--- config.mk ---
export PLATFORM = sky130hd
export DESIGN_NAME = id_ex_latch
export DESIGN_NICKNAME = d
export VERILOG_FILES = /design/src/rtl/cpu_types_pkg.sv /design/src/rtl/load_use_detect.sv /design/src/rtl/id_ex_latch.sv
export SDC_FILE = /design/constraint.sdc
export NUM_CORES = 1
export LEC_CHECK = 0
export CORE_AREA = 5 5 135 150
export CTS_CLUSTER_SIZE = 8
export DETAILED_ROUTE_END_ITERATION = 7
export DIE_AREA = 0 0 140 155
export PLACE_DENSITY = 0.77
export SLEW_MARGIN = 5
export SYNTH_ARGS = -nofsm -noshare
export SYNTH_HDL_FRONTEND = slang
export SYNTH_SLANG_ARGS = --single-unit
--- constraint.sdc ---
create_clock -name CLK -period 3.7 [get_ports CLK]
set_clock_uncertainty 0.15 [all_clocks]
set_input_delay 0.37 -clock CLK [delete_from_list [all_inputs] [get_ports CLK]]
set_output_delay 0.37 -clock CLK [all_outputs]
set_load 0.03 [all_outputs]
--- src/rtl/cpu_types_pkg.sv ---
// -----------------------------------------------------------------------------
// cpu_types_pkg
//   Shared types for the 5-stage MIPS core.
//   - word_t / regbits_t / aluop_t : basic datapath widths
//   - fwdsel_t + FWD_* codes       : forwarding-unit operand select encoding
//   - idex_state_t                 : ID/EX latch stall FSM states
//   - id_ex_t                      : everything held in the ID/EX register
//   - fwdSelect()                  : operand mux used ahead of the ID/EX latch
// -----------------------------------------------------------------------------
package cpu_types_pkg;

    localparam int WORD_W  = 32;
    localparam int REG_W   = 5;
    localparam int ALUOP_W = 4;

    typedef logic [WORD_W-1:0]  word_t;
    typedef logic [REG_W-1:0]   regbits_t;
    typedef logic [ALUOP_W-1:0] aluop_t;
    typedef logic [1:0]         fwdsel_t;

    // Forwarding select codes. 2'b11 is unused by the forwarding unit and
    // falls back to the register file value.
    localparam fwdsel_t FWD_REGFILE = 2'b00;
    localparam fwdsel_t FWD_EX      = 2'b01;
    localparam fwdsel_t FWD_MEM     = 2'b10;

    typedef enum logic {
        RUN    = 1'b0,
        BUBBLE = 1'b1
    } idex_state_t;

    typedef struct packed {
        logic     valid;
        regbits_t rs;
        regbits_t rt;
        regbits_t rd;
        logic     regWEN;
        logic     memRead;
        logic     memWrite;
        logic     aluSrc;
        aluop_t   aluop;
        word_t    opA;
        word_t    opB;
        word_t    imm;
    } id_ex_t;

    // A bubble carries no side effects; data fields are zeroed so the
    // execute stage sees a quiet, deterministic value.
    localparam id_ex_t ID_EX_BUBBLE = '0;

    function automatic word_t fwdSelect(
        input fwdsel_t sel,
        input word_t   regVal,
        input word_t   exVal,
        input word_t   memVal
    );
        word_t result;
        case (sel)
            FWD_EX:  result = exVal;
            FWD_MEM: result = memVal;
            default: result = regVal;
        endcase
        return result;
    endfunction

endpackage

--- src/rtl/load_use_detect.sv ---
// -----------------------------------------------------------------------------
// load_use_detect
//   Purely combinational load-use hazard detector. Raises hz when the
//   instruction sitting in execute is a real load that writes a register the
//   decode-stage instruction is about to read.
//   Parameters: ZERO_REG - register index that never hazards
//   Inputs : validEx, memReadEx, regWenEx, rdEx  (execute-stage instruction)
//            rsDec, rtDec, usesRtDec             (decode-stage sources)
//   Output : hz
// -----------------------------------------------------------------------------
module load_use_detect
    import cpu_types_pkg::*;
#(
    parameter regbits_t ZERO_REG = 5'd0
) (
    input  logic     validEx,
    input  logic     memReadEx,
    input  logic     regWenEx,
    input  regbits_t rdEx,
    input  regbits_t rsDec,
    input  regbits_t rtDec,
    input  logic     usesRtDec,
    output logic     hz
);

    logic loadInEx;
    logic rsMatch;
    logic rtMatch;

    // Writes to ZERO_REG are discarded, so a load targeting it produces
    // nothing a consumer could wait for.
    assign loadInEx = validEx & memReadEx & regWenEx & (rdEx != ZERO_REG);
    assign rsMatch  = (rdEx == rsDec);
    // Rt only matters for instructions that actually read it (R-type, stores,
    // branches); I-type ALU ops reuse the Rt field as a destination.
    assign rtMatch  = usesRtDec & (rdEx == rtDec);

    assign hz = loadInEx & (rsMatch | rtMatch);

endmodule

--- src/rtl/id_ex_latch.sv ---
// -----------------------------------------------------------------------------
// id_ex_latch
//   Decode-to-execute pipeline register of the 5-stage MIPS core.
//   - Muxes forwarded results into operands A/B before latching them.
//   - Detects load-use hazards, holds decode (stall_dec) and inserts
//     LOAD_STALL_CYCLES bubbles per hazard.
//   - Branch/jump flush squashes the decode instruction into a bubble and
//     overrides any pending stall.
//
// Parameters:
//   LOAD_STALL_CYCLES (1..7) bubbles per load-use hazard
//   ZERO_REG                 register index that never forwards or hazards
//
// Ports:
//   CLK, RST                      clock (rising edge), async active-high reset
//   en, flush                     pipeline advance, decode squash
//   *_dec                         decode-stage fields and register reads
//   forwardA/B, aluOut_ex,
//   wdat_mem                      forwarding selects and forwarded data
//   *_ex                          latched execute-stage fields
//   valid_ex                      execute slot holds a real instruction
//   stall_dec                     hold PC and IF/ID this cycle
//   stallCount (optional)         saturating count of hazard bubbles
//
// Build option:
//   IDEX_STALL_COUNT_EN  adds the stallCount output and its counter.
// -----------------------------------------------------------------------------
module id_ex_latch
    import cpu_types_pkg::*;
#(
    parameter int       LOAD_STALL_CYCLES = 1,
    parameter regbits_t ZERO_REG          = 5'd0
) (
    input  logic     CLK,
    input  logic     RST,
    input  logic     en,
    input  logic     flush,
    input  regbits_t Rs_dec,
    input  regbits_t Rt_dec,
    input  regbits_t Rd_dec,
    input  logic     usesRt_dec,
    input  logic     regWEN_dec,
    input  logic     memRead_dec,
    input  logic     memWrite_dec,
    input  logic     aluSrc_dec,
    input  aluop_t   aluop_dec,
    input  word_t    rdat1_dec,
    input  word_t    rdat2_dec,
    input  word_t    imm_dec,
    input  fwdsel_t  forwardA,
    input  fwdsel_t  forwardB,
    input  word_t    aluOut_ex,
    input  word_t    wdat_mem,
    output regbits_t Rs_ex,
    output regbits_t Rt_ex,
    output regbits_t Rd_ex,
    output logic     regWEN_ex,
    output logic     memRead_ex,
    output logic     memWrite_ex,
    output logic     aluSrc_ex,
    output aluop_t   aluop_ex,
    output word_t    opA_ex,
    output word_t    opB_ex,
    output word_t    imm_ex,
    output logic     valid_ex,
    output logic     stall_dec
`ifdef IDEX_STALL_COUNT_EN
    ,
    output word_t    stallCount
`endif
);

    // The hazard cycle itself latches the first bubble, so the counter only
    // has to cover the remaining LOAD_STALL_CYCLES-1 bubbles.
    localparam logic [2:0] STALL_RELOAD = 3'(LOAD_STALL_CYCLES - 1);
    localparam bit         MULTI_STALL  = (LOAD_STALL_CYCLES > 1);

    id_ex_t      exReg;
    id_ex_t      exNext;
    id_ex_t      decodeFields;
    idex_state_t stateReg;
    idex_state_t stateNext;
    logic [2:0]  cntReg;
    logic [2:0]  cntNext;
    logic        hz;

    load_use_detect #(
        .ZERO_REG (ZERO_REG)
    ) u_load_use_detect (
        .validEx   (exReg.valid),
        .memReadEx (exReg.memRead),
        .regWenEx  (exReg.regWEN),
        .rdEx      (exReg.rd),
        .rsDec     (Rs_dec),
        .rtDec     (Rt_dec),
        .usesRtDec (usesRt_dec),
        .hz        (hz)
    );

    // Decode instruction as it would be latched, with forwarding applied.
    always_comb begin
        decodeFields          = ID_EX_BUBBLE;
        decodeFields.valid    = 1'b1;
        decodeFields.rs       = Rs_dec;
        decodeFields.rt       = Rt_dec;
        decodeFields.rd       = Rd_dec;
        decodeFields.regWEN   = regWEN_dec;
        decodeFields.memRead  = memRead_dec;
        decodeFields.memWrite = memWrite_dec;
        decodeFields.aluSrc   = aluSrc_dec;
        decodeFields.aluop    = aluop_dec;
        decodeFields.opA      = fwdSelect(forwardA, rdat1_dec, aluOut_ex, wdat_mem);
        decodeFields.opB      = fwdSelect(forwardB, rdat2_dec, aluOut_ex, wdat_mem);
        decodeFields.imm      = imm_dec;
    end

    // Next-state / next-register logic. Everything holds when en is low.
    always_comb begin
        exNext    = exReg;
        stateNext = stateReg;
        cntNext   = cntReg;

        if (en) begin
            if (flush) begin
                // Squash wins over any hazard or remaining bubbles: the
                // instruction that caused the stall is itself being discarded.
                exNext    = ID_EX_BUBBLE;
                stateNext = RUN;
                cntNext   = 3'd0;
            end else if (stateReg == BUBBLE) begin
                exNext = ID_EX_BUBBLE;
                if (cntReg == 3'd1) begin
                    stateNext = RUN;
                    cntNext   = 3'd0;
                end else begin
                    cntNext = cntReg - 3'd1;
                end
            end else if (hz) begin
                exNext = ID_EX_BUBBLE;
                if (MULTI_STALL) begin
                    stateNext = BUBBLE;
                    cntNext   = STALL_RELOAD;
                end else begin
                    stateNext = RUN;
                    cntNext   = 3'd0;
                end
            end else begin
                exNext = decodeFields;
            end
        end
    end

    // Decode must hold whenever a bubble is (or would be) latched for a
    // hazard, including cycles where en is low, so it never slips past.
    always_comb begin
        stall_dec = ~(en & flush) & (hz | (stateReg == BUBBLE));
    end

    always_ff @(posedge CLK or posedge RST) begin
        if (RST) begin
            exReg    <= ID_EX_BUBBLE;
            stateReg <= RUN;
            cntReg   <= 3'd0;
        end else begin
            exReg    <= exNext;
            stateReg <= stateNext;
            cntReg   <= cntNext;
        end
    end

    assign Rs_ex       = exReg.rs;
    assign Rt_ex       = exReg.rt;
    assign Rd_ex       = exReg.rd;
    assign regWEN_ex   = exReg.regWEN;
    assign memRead_ex  = exReg.memRead;
    assign memWrite_ex = exReg.memWrite;
    assign aluSrc_ex   = exReg.aluSrc;
    assign aluop_ex    = exReg.aluop;
    assign opA_ex      = exReg.opA;
    assign opB_ex      = exReg.opB;
    assign imm_ex      = exReg.imm;
    assign valid_ex    = exReg.valid;

`ifdef IDEX_STALL_COUNT_EN
    // Counts only hazard bubbles; flush bubbles are control-flow cost, not
    // load-use cost.
    logic  hazardBubble;
    word_t stallCountReg;

    assign hazardBubble = en & ~flush & (hz | (stateReg == BUBBLE));

    always_ff @(posedge CLK or posedge RST) begin
        if (RST) begin
            stallCountReg <= '0;
        end else if (hazardBubble && (stallCountReg != '1)) begin
            stallCountReg <= stallCountReg + 32'd1;
        end
    end

    assign stallCount = stallCountReg;
`endif

endmodule

==> flow_metrics.tcl, run 1 <==
set metrics [dict create \
    timing_hold_violations_final 0 \
    leakagePower_nw 4.214 \
    multi_input_area_mm2 0.003576 \
    grt_util_met3 0.07286 \
    avgSynthCellArea_um2 8.682 \
    syn-num-nets 1015 \
    fmax_mhz 324.8 \
    die_x_um 140 \
    htreeDepth 4 \
    final.setup.tns_ns 0 \
    grt_max_degree 124 \
    fp.dieH_um 155 \
    routabilityCongestion 0.8689 \
    fin_nets 1275 \
    first_global_vias 7473 \
    cts_setup_buffers 0 \
    final_cell_mix "312 x clkdlybuf4s50_1, 185 x nand2_1, 136 x o21ai_0, 124 x dfrtp_1, 65 x a32oi_1" \
    yosysUniqueCellTypes 34 \
    syn_inst 817 \
    synth-seq-cells 124 \
    end_kind "output port" \
    startpoint "Rd_ex[0]$_DFFE_PP0P_" \
    cts_sinks 124 \
    critical_path_arrival_ns 2.56 \
    total_power_mw 4.851 \
    yosys-top-cells-area "dfrtp_1 44%, nand2_1 9.8%, o21ai_0 9.6%" \
    slew_headroom 0.4581 \
    final_common_cell "clkdlybuf4s50_1" \
    report.final.slew_viol_count 0 \
    routed_wl_mm 25.40 \
    tritoncts "built" \
    synth_largest_area_cell "dfrtp_1" \
    postCtsHoldBufs 0 \
    post-route-min-period_ns 3.079 \
    ant_nets 0 \
    cts-resized-gates 0 \
    synth_seq_area_share 0.4375 \
    criticalPathCategory "reg -> out" \
    fin_crit_sh 0.8322 \
    met1_usage 0.2829 \
    start_util 0.3793 \
    n_fill_cell 1721 \
    die-area_mm2 0.02170 \
    clockBufferDepth 2 \
    status "completed" \
    grt_remaining_overflow 0 \
    drc 0 \
    core-area_mm2 0.01870 \
    stdcell_count 1337 \
    syn_to_final_growth_pct 52.99 \
    hold_class "in -> async" \
    path_clk_slew_ns 0.06 \
    num_vias 7495 \
    r2r-start "Rd_ex[0]$_DFFE_PP0P_" \
    cts-root-buf "clkbuf_16" \
    viasPerCell 5.606 \
    cts_made_buffers 17 \
    clock_latency_ns 0.41 \
    reg2reg_depth 5 \
    synth_top_area_frac 0.4375 \
    drtPass1Iterations 5 \
    top_usage_layer "met2" \
    drt-initial-drc-count 504 \
    diodes 0 \
    power.density_mw_per_mm2 447.0 \
    rsz0062_at_grt "no" \
    setup_violations 0 \
    syn_area_mm2 0.007093 \
    crit_path_start_kind "flop" \
    worst_pin_slew_ns 0.8129 \
    antenna_found_initial 0 \
    grt_first_pass_wirelength_mm 39.79 \
    final-seq-area_mm2 0.003103 \
    grt_usage 0.2247 \
    drive_gt1_frac 0.06330 \
    cap_viol_max_count 0 \
    yosys_warnings 0 \
    post_drt_wl_per_cell_um 19.00 \
    placement.io_buffers 312 \
    dp_hpwl_mm 17.35 \
    dp_cells 1305 \
    ir_worst_vdd_v 0.0003027 \
    crit_fanout 5 \
    met2_usage 0.3702 \
    rows 53 \
    required_ns 3.18 \
    io_pins 313 \
]
[stage by stage]
step / utilization / cell area (um^2) / worst slack [ns] / hold WS [ns]
global route: 0.5803 / 10850 / 0.5307 / 0.2986
floorplan: - / 7097 / 1.412 / 0.3610
global placement: 0.5511 / 10300 / 0.8704 / 0.3202
detailed placement: 0.5511 / 10300 / 0.8627 / 0.3272
CTS: 0.5803 / 10850 / 0.5799 / 0.2565
finish: 0.5803 / 10850 / 0.6209 / 0.2459
[worst max-delay path: stages, from the launching register on]
cell             delay [ns]
dfrtp_1                0.44
or4_4                  0.59
o21a_2                 0.22
o22ai_1                0.11
o21ba_2                0.19
clkdlybuf4s50_1        0.60
[logic make-up after synthesis]
logic type                 synth area share
AOI/OAI and AO/OA                    0.3666
and+or+nand+nor                      0.1108
DFF                                  0.4375
buffers and inverters               0.06227
xor gates and xnor gates            0.01235
adders and majority gates           0.01058
[power breakdown]
| part | switching, mW | internal (mW) |
|---|---|---|
| Sequential | 0.116 | 1.54 |
| Combinational | 0.941 | 0.716 |
| Clock | 0.638 | 0.896 |
| Total | 1.70 | 3.16 |
[Yosys cell counts]
library cell / count
clkbuf_2: 4
a21oi_1: 4
dfrtp_1: 124
inv_1: 9
o21ai_2: 14
buf_6: 8
or4_4: 1
nand4_1: 1
o22ai_2: 1
nand3b_1: 1
xnor2_1: 10
o21ba_2: 1
o22ai_1: 1
ha_1: 6
clkinv_1: 1
a2bb2oi_1: 55
a22oi_1: 64
o21a_1: 1
nand2_1: 185
a32oi_1: 65
o21ai_1: 38
nor2_1: 1
nor3b_2: 1
and3_1: 1
nor2b_1: 1
nor3_1: 3
nand3_1: 1
a31oi_1: 3
nand4bb_1: 1
buf_2: 13
o21ai_0: 136
buf_1: 4
clkbuf_1: 57
and2_1: 1
[cell type report]
class | count | share of cell area
Timing Repair Buffer | 327 | 0.3016
Inverter | 10 | 0.004035
Multi-Input combinational cell | 597 | 0.3295
Clock buffer | 20 | 0.04208
Clock inverter | 12 | 0.008302
Tap cell | 247 | 0.02848
Sequential cell | 124 | 0.2859
[path summary, 6_finish.rpt]
| check | slack (ns) | endpoint |
|---|---|---|
| setup / recovery | 0.62 | stall_dec |
| hold / removal | 0.25 | opA_ex[1]$_DFFE_PP0P_ |
| setup reg to reg | 1.26 | opB_ex[9]$_DFFE_PP0P_ |
| hold reg to reg | 0.33 | opA_ex[22]$_DFFE_PP0P_ |
| max in group asynchronous | 2.20 | opA_ex[24]$_DFFE_PP0P_ |
| min in group CLK | 0.33 | opA_ex[22]$_DFFE_PP0P_ |
[state kept, by name (all words and copies together), names as in the netlist, 3 cells and up]
signal	flops
Rt_ex	5
imm_ex	32
aluop_ex	4
opB_ex	32
Rd_ex	5
opA_ex	32
Rs_ex	5
cntReg	3
[per-layer routing]
metal | wire, um | vias to the layer above
met3 | 2288 | 35
met5 | 0 | -
met2 | 12260 | 320
met1 | 10320 | 3567
met4 | 531 | 0
li1 | - | 3573
(Power assumes the default switching activity.)
==> run 2, diff against run 1 <==
--- a/config.mk
+++ b/config.mk
@@ -5,11 +5,11 @@
 export SDC_FILE = /design/constraint.sdc
 export NUM_CORES = 1
 export LEC_CHECK = 0
-export CORE_AREA = 5 5 135 150
+export CORE_AREA = 5 5 133 148
 export CTS_CLUSTER_SIZE = 8
 export DETAILED_ROUTE_END_ITERATION = 7
-export DIE_AREA = 0 0 140 155
-export PLACE_DENSITY = 0.77
+export DIE_AREA = 0 0 138 153
+export PLACE_DENSITY = 0.76
 export SLEW_MARGIN = 5
 export SYNTH_ARGS = -nofsm -noshare
 export SYNTH_HDL_FRONTEND = slang
==> constraint.sdc (replaced) <==
create_clock -name CLK -period 3 [get_ports CLK]
set_clock_uncertainty 0.15 [all_clocks]
set_input_delay 0.3 -clock CLK [delete_from_list [all_inputs] [get_ports CLK]]
set_output_delay 0.3 -clock CLK [all_outputs]
set_load 0.03 [all_outputs]
==> flow_metrics.tcl, run 2 (synthesis results as in run 1) <==
set metrics [dict create \
    drtPass1Iterations 5 \
    hold_class "in -> async" \
    syn_to_final_growth_pct 55.78 \
    crit_fanout 5 \
    setup_violations 0 \
    multi_input_area_mm2 0.003576 \
    critical_path_arrival_ns 2.14 \
    cts-root-buf "clkbuf_16" \
    ff2ff_setup_slack_ns 0.84 \
    cts_setup_buffers 0 \
    criticalPathCategory "reg -> out" \
    post_drt_wl_per_cell_um 19.65 \
    fp.dieH_um 153 \
    rows 52 \
    path_buf_inv 1 \
    tritoncts "built" \
    drive_gt1_frac 0.06770 \
    num_vias 7655 \
    worst_pin_slew_ns 0.7047 \
    start_util 0.3922 \
    antenna_found_initial 0 \
    r2r_end "imm_ex[10]$_DFFE_PP0P_" \
    final_common_cell "clkdlybuf4s50_1" \
    r2r-start "Rd_ex[0]$_DFFE_PP0P_" \
    path_clk_slew_ns 0.06 \
    cts-resized-gates 0 \
    met1_usage 0.3012 \
    met2_usage 0.3958 \
    worstPathCellList "or4_4 > o21a_2 > o22ai_1 > o21ba_2 > buf_4" \
    pre_cts_ws_ns 0.4843 \
    final.setup.tns_ns 0 \
    grt_first_pass_wirelength_mm 41.84 \
    clockBufferDepth 2 \
    cts_sinks 124 \
    grt_remaining_overflow 0 \
    max_stage_delay_ns 0.59 \
    dp_cells 1304 \
    placement.io_buffers 312 \
    status "completed" \
    routed_wl_mm 26.25 \
    timing_hold_violations_final 0 \
    grt_util_met3 0.07438 \
    htreeDepth 4 \
    post-route-min-period_ns 2.590 \
    grt_max_degree 132 \
    power.density_mw_per_mm2 582.8 \
    setup_slack_ns 0.4103 \
    path_delay_family "simple AND/OR/NAND/NOR gates" \
    ant_nets 0 \
    io_pins 313 \
    fmax_mhz 386.1 \
    grt_usage 0.2400 \
    stdcell_count 1336 \
    final_cell_mix "311 x clkdlybuf4s50_1, 185 x nand2_1, 136 x o21ai_0, 124 x dfrtp_1, 65 x a32oi_1" \
    routabilityCongestion 0.8603 \
    fin_nets 1278 \
    report.final.slew_viol_count 0 \
    reg2reg_depth 5 \
    postCtsHoldBufs 0 \
    leakagePower_nw 4.311 \
    crit_path_start_kind "flop" \
    rsz0062_at_grt "no" \
    fin_crit_sh 0.8632 \
    first_global_vias 7696 \
    clock_latency_ns 0.41 \
    end_kind "output port" \
    viasPerCell 5.730 \
    core-area_mm2 0.01809 \
    drc 0 \
    die-area_mm2 0.02111 \
    slew_headroom 0.5302 \
    cap_viol_max_count 0 \
    required_ns 2.55 \
    drt-initial-drc-count 511 \
    diodes 0 \
    cts_made_buffers 17 \
    ir_worst_vdd_v 0.0003641 \
    n_fill_cell 1637 \
    top_usage_layer "met2" \
    cpMaxStageDelayCell "or4_4" \
    die_x_um 138 \
    dp_hpwl_mm 17.86 \
    final-seq-area_mm2 0.003103 \
]
==> run 2: cell type report <==
class,count,area share
sequential,124,0.2808
multi-input combinational,597,0.3236
clock buffer,19,0.04099
tap,243,0.02752
inverter,10,0.003963
timing repair buffer,330,0.3037
clock inverter,13,0.01936
==> run 2: worst max path at each step <==
stage | from | to | slack, ns | cells after the start
6_report | Rd_ex[0]$_DFFE_PP0P_ | stall_dec | 0.41 | 5
3_5_place_dp | en | imm_ex[10]$_DFFE_PP0P_ | 0.48 | 6
3_3_place_gp | forwardB[0] | opB_ex[2]$_DFFE_PP0P_ | 0.53 | 8
5_1_grt | Rd_ex[0]$_DFFE_PP0P_ | stall_dec | 0.35 | 5
2_1_floorplan | Rd_ex[0]$_DFFE_PP0P_ | stall_dec | 0.78 | 5
4_1_cts | Rd_ex[0]$_DFFE_PP0P_ | stall_dec | 0.39 | 5
==> run 2: where the power goes <==
group | total (mW) | switching [mW] | internal, mW
logic | 2.06 | 1.16 | 0.900
registers | 2.05 | 0.144 | 1.90
clock network | 2.33 | 0.806 | 1.53
total | 6.44 | 2.11 | 4.33
==> run 2: metal layers <==
metal	vias to the layer above	part of all wire	wire length [um]
met4	0	0.025	658
met1	3676	0.40	10620
li1	3581	-	-
met5	-	0	0
met3	49	0.084	2194
met2	349	0.49	12780
==> run 2: per-stage QoR <==
stage | util | hold WS [ns] | power [mW] | instance area (um^2)
2_1_floorplan | - | 0.2999 | 3.153 | 7097
3_5_place_dp | 0.5740 | 0.3273 | 4.140 | 10380
4_1_cts | 0.6109 | 0.2734 | 6.500 | 11050
6_report | 0.6109 | 0.2859 | 6.439 | 11050
5_1_grt | 0.6109 | 0.2996 | 6.732 | 11050
3_3_place_gp | 0.5740 | 0.3213 | 4.111 | 10380
==> run 2: worst reg2reg max path: stages, from the launching register on <==
cell and delay (ns):
dfrtp_1 0.45, or4_4 0.60, o21a_2 0.22, buf_4 0.31
a2bb2oi_1 0.24, o21ai_0 0.10
